**config.mk**
```make
export PLATFORM = sky130hd
export DESIGN_NAME = pipe_stage_reg
export DESIGN_NICKNAME = d
export VERILOG_FILES = /design/src/rtl/pipe_pkg.sv /design/src/rtl/pipe_stage_reg_sat_dec.sv /design/src/rtl/pipe_stage_reg.sv
export SDC_FILE = /design/constraint.sdc
export NUM_CORES = 1
export LEC_CHECK = 0
export ABC_CLOCK_PERIOD_IN_PS = 2420
export CAP_MARGIN = 20
export CORE_ASPECT_RATIO = 0.6
export CORE_UTILIZATION = 39
export DETAILED_ROUTE_END_ITERATION = 6
export HOLD_SLACK_MARGIN = 0.12
export PLACE_DENSITY = 0.87
export RECOVER_POWER = 50
export SLEW_MARGIN = 5
export SYNTH_ARGS = -nofsm -noshare
export SYNTH_HDL_FRONTEND = slang
export SYNTH_HIERARCHICAL = 1
export SYNTH_SLANG_ARGS = --single-unit
```
**constraint.sdc**
```tcl
create_clock -name clk -period 2.42 [get_ports clk]
set_input_delay 0.484 -clock clk [delete_from_list [all_inputs] [get_ports clk]]
set_output_delay 0.484 -clock clk [all_outputs]
set_load 0.02 [all_outputs]
```
**src/rtl/pipe_pkg.sv**
```systemverilog
// Shared definitions for the MIPS pipeline stage registers: write-back select
// encodings, the NOP encoding and the default field widths.
package pipe_pkg;

    localparam int DATA_W = 32;
    localparam int ADDR_W = 5;
    localparam int SEL_W  = 2;
    localparam int TNEW_W = 2;

    // memToReg write-back select encodings
    localparam logic [1:0] SEL_ALU = 2'd0;
    localparam logic [1:0] SEL_DM  = 2'd1;
    localparam logic [1:0] SEL_PC8 = 2'd2;

    localparam logic [31:0] NOP_INSTR = 32'h0;

endpackage

```
**src/rtl/pipe_stage_reg_sat_dec.sv**
```systemverilog
// Saturating decrementer: y = a - 1, clamped at 0.
module sat_dec #(
    parameter int W = 2
) (
    input  logic [W-1:0] a,
    output logic [W-1:0] y
);

    always_comb begin
        y = (a == '0) ? '0 : a - W'(1);
    end

endmodule

```
**src/rtl/pipe_stage_reg.sv**
```systemverilog
// Inter-stage pipeline register with stall, flush, valid tracking, Tnew aging
// and a saturating stall-cycle counter.
module pipe_stage_reg #(
    parameter int DATA_W           = pipe_pkg::DATA_W,
    parameter int ADDR_W           = pipe_pkg::ADDR_W,
    parameter int SEL_W            = pipe_pkg::SEL_W,
    parameter int TNEW_W           = pipe_pkg::TNEW_W,
    parameter int CNT_W            = 16,
    parameter bit KEEP_PC_ON_FLUSH = 1'b1
) (
    input  logic              clk,
    input  logic              reset,
    input  logic              stall,
    input  logic              flush,
    input  logic              valid_in,
    input  logic [DATA_W-1:0] pc_in,
    input  logic [DATA_W-1:0] instr_in,
    input  logic [DATA_W-1:0] alu_in,
    input  logic [DATA_W-1:0] dm_in,
    input  logic [ADDR_W-1:0] wa_in,
    input  logic [SEL_W-1:0]  sel_in,
    input  logic [TNEW_W-1:0] tnew_in,
    output logic              valid_out,
    output logic [DATA_W-1:0] pc_out,
    output logic [DATA_W-1:0] instr_out,
    output logic [DATA_W-1:0] alu_out,
    output logic [DATA_W-1:0] dm_out,
    output logic [ADDR_W-1:0] wa_out,
    output logic [SEL_W-1:0]  sel_out,
    output logic [TNEW_W-1:0] tnew_out,
    output logic [CNT_W-1:0]  stall_cnt
);

    import pipe_pkg::NOP_INSTR;

    logic [TNEW_W-1:0] tnew_dec;

    sat_dec #(.W(TNEW_W)) u_tnew_dec (
        .a (tnew_in),
        .y (tnew_dec)
    );

    // NOTE: all state uses non-blocking assignments so every field samples
    // pre-edge values; blocking here would create order-dependent behavior.
    always_ff @(posedge clk) begin
        if (reset) begin
            valid_out <= 1'b0;
            pc_out    <= '0;
            instr_out <= '0;
            alu_out   <= '0;
            dm_out    <= '0;
            wa_out    <= '0;
            sel_out   <= '0;
            tnew_out  <= '0;
            stall_cnt <= '0;
        end else if (flush) begin
            // Bubble: no GRF write, no pending result; stall_cnt untouched.
            valid_out <= 1'b0;
            pc_out    <= KEEP_PC_ON_FLUSH ? pc_in : '0;
            instr_out <= DATA_W'(NOP_INSTR);
            alu_out   <= '0;
            dm_out    <= '0;
            wa_out    <= '0;
            sel_out   <= '0;
            tnew_out  <= '0;
        end else if (stall) begin
            if (stall_cnt != '1) begin
                stall_cnt <= stall_cnt + CNT_W'(1);
            end
        end else begin
            valid_out <= valid_in;
            pc_out    <= pc_in;
            instr_out <= instr_in;
            alu_out   <= alu_in;
            dm_out    <= dm_in;
            sel_out   <= sel_in;
            // A non-valid slot must never request a GRF write.
            wa_out    <= valid_in ? wa_in : '0;
            tnew_out  <= valid_in ? tnew_dec : '0;
        end
    end

endmodule

```
==> flow_metrics.tcl <==
set metrics [dict create \
    outcome "finished, final reports clean" \
    hold_ws_ps 450 \
    maxSlewViolCount 0 \
    synth.area.top_cells "dfxtp_1 (54%), mux2i_1 (17%), nor2_1 (7.3%)" \
    cts_tree "yes" \
    finalHoldViolCount 0 \
    placed_cells 1041 \
    async_flop_share_pct 0 \
    fin_skew_ps 11.1 \
    die_y_um 95.4 \
    r2r_start "stall_cnt[3]" \
    ff2ff_path_depth 4 \
    synth.distinct_cells 39 \
    cp-end-kind "flop" \
    syn_area_per_cell_um2 9.70 \
    synth_warnings 6 \
    io_pins 296 \
    core_um2 13900 \
    clk-insertion-delay-late_ps 400 \
    clock_sinks 154 \
    worstSetupStartpointType "primary input" \
    layoutNonFillerInstCount 1073 \
    hp-class "flop to flop" \
    holdPathEnd "pc_out[8]" \
    nNetsFinal 1011 \
    dieWidth_um 158 \
    synth_nets 727 \
    gp_congestion 0.785 \
    vdd_drop_max_uv 422 \
    via_count 5057 \
    grt_remaining_overflow 0 \
    synth_top_area_share_pct 54.4 \
    final_area_um2 9290 \
    postCtsResizedCells 0 \
    start_util_pct 40.7 \
    post_route_cells_drive_above_1_share_pct 5.22 \
    ys_seq_elements 154 \
    crit_fanout 28 \
    post_dp_cell_area_um2 8780 \
    synth_sequential_area_ratio_pct 54.4 \
    die-area_um2 15000 \
    arrival_ps 2360 \
    clock_path_buffers 2 \
    fmax_ghz 0.471 \
    fin_util_pct 66.7 \
    syn_inst 584 \
    cap_viol_max_count 0 \
    viasPerCell 4.71 \
    synthFlopType "dfxtp_1" \
    num-fill-cells 1123 \
    wirelength_mm 15.9 \
    area_growth_pct 63.9 \
    worstMarginPinSlew_ps 1300 \
    leakage_nw 3.72 \
    grt_pass1_vias 4914 \
    cp_data_required_time_ps 2660 \
    min_period_ps 2120 \
    worstHoldStart "pc_out[8]" \
    clock-root-buffer "clkbuf_16" \
    rsz0062_at_grt "no" \
    synth_edf_count 0 \
    dp_hpwl_mm 11.6 \
    drcViolationCount 0 \
    crit_type "primary input to flop" \
    ctsHtreeMaxLevel 4 \
    grt_max_degree 79 \
    wl_per_cell_um 14.8 \
    num_rows 33 \
    firstDrtPassIters 4 \
    cts_hold_buf 0 \
    clk_pin_slew_ps 70 \
    antenna_found_initial 0 \
    max_slew_margin_pct 13.2 \
    cts_buffers 17 \
    post-cts-setup-buffers 0 \
    grt_pass1_wl_mm 24.3 \
    drtIter0Drc 230 \
    power_density_nw_per_um2 642 \
    synth_area_leader_cell "dfxtp_1" \
    port_buffers 295 \
    min_path_cells 2 \
    r2r-end "stall_cnt[14]" \
    diodes 0 \
    grt.total_usage_pct 20.6 \
    regToRegSetupSlack_ps 450 \
    finalSetupViolCount 0 \
    finalCritPeriodShare_pct 87.7 \
    tns_ps 0 \
    syn-cell-area_um2 5670 \
    drtAntennaViolNets 0 \
]
[metrics by stage]
step                power [mW]  setup slack, ps
floorplan                 3.09              571
global placement          3.54              305
detailed placement        3.55              275
CTS                       6.05              276
global route              6.22              155
finish                    5.96              297
[sequential cells by signal, summed over array words and instances (netlist names)]
signal and cells:
sel_out 2, pc_out 32, instr_out 32, alu_out 32
tnew_out 2, dm_out 32, stall_cnt 16, wa_out 5
valid_out 1
[final cells by class]
cell class	instances	area [µm²]	area share (%)
Sequential cell	154	3080	33.2
Timing Repair Buffer	306	3030	32.6
Multi-Input combinational cell	387	2380	25.6
Clock buffer	20	437	4.70
Tap cell	192	240	2.59
Clock inverter	12	115	1.24
Inverter	2	7.51	0.0809
[synthesized netlist by cell type (all sizes together) (5+ instances only)]
library cell	count
mux2i	99
nor2	110
nor2b	6
nand4	5
a21oi	43
buf	19
dfxtp	154
o31ai	5
nand2	70
a22oi	7
clkbuf	22
[metal layers]
| metal | routed length [µm] | vias to the layer above | GRT usage, % |
|---|---|---|---|
| met5 | 0 | - | 0 |
| met4 | 83 | 0 | 5.50 |
| met2 | 7690 | 154 | 35.7 |
| met1 | 6830 | 2367 | 24.2 |
| li1 | - | 2530 | - |
| met3 | 1320 | 6 | 7.64 |
[worst max-delay path by stage]
| stage | startpoint | endpoint |
|---|---|---|
| finish | flush | dm_out[23] |
| global route | flush | dm_out[15] |
| CTS | stall_cnt[7] | stall_cnt[7] |
| detailed placement | flush | stall_cnt[13] |
| global placement | flush | stall_cnt[15] |
| floorplan | stall_cnt[0] | stall_cnt[5] |
[cells in the final DEF, fill, tap and decap left out, drive strengths merged, types with 2 or more instances in the layout]
cell type / synthesis / final
mux2: 4 / 4
and4: 4 / 4
o21ai: 2 / 2
buf: 19 / 10
dfxtp: 154 / 154
a31oi: 2 / 2
nand2b: 3 / 3
clkbuf: 22 / 23
or3: 4 / 4
mux2i: 99 / 99
clkdlybuf4s50: 0 / 285
nand3: 3 / 3
a21oi: 43 / 43
nand2: 70 / 70
inv: 2 / 6
nor2b: 6 / 6
nor2: 110 / 110
or4: 4 / 4
clkinvlp: 0 / 6
nand4: 5 / 5
and2: 3 / 3
dlygate4sd3: 0 / 8
o31ai: 5 / 5
nor3: 2 / 2
a22oi: 7 / 7
[critical path, cell delays in order]
cell           delay, ps
dlygate4sd3_1        550
buf_4                130
or2_4                110
clkbuf_1             950
nor2_1               130
[power by group]
| group | internal [mW] | total (mW) | switching [mW] |
|---|---|---|---|
| sequential | 2.63 | 2.67 | 0.0457 |
| combinational | 0.459 | 0.816 | 0.357 |
| clock | 1.43 | 2.47 | 1.05 |
| total | 4.51 | 5.96 | 1.45 |
[kinds of logic after synthesis]
logic type / share of synthesized area (%)
buffers and inverters: 3.27
and+or+nand+nor: 17.3
DFF: 54.4
AOI/OAI and AO/OA: 6.52
muxes: 18.3
adders and majority gates: 0.221
Power figures use the tool's default switching activity.
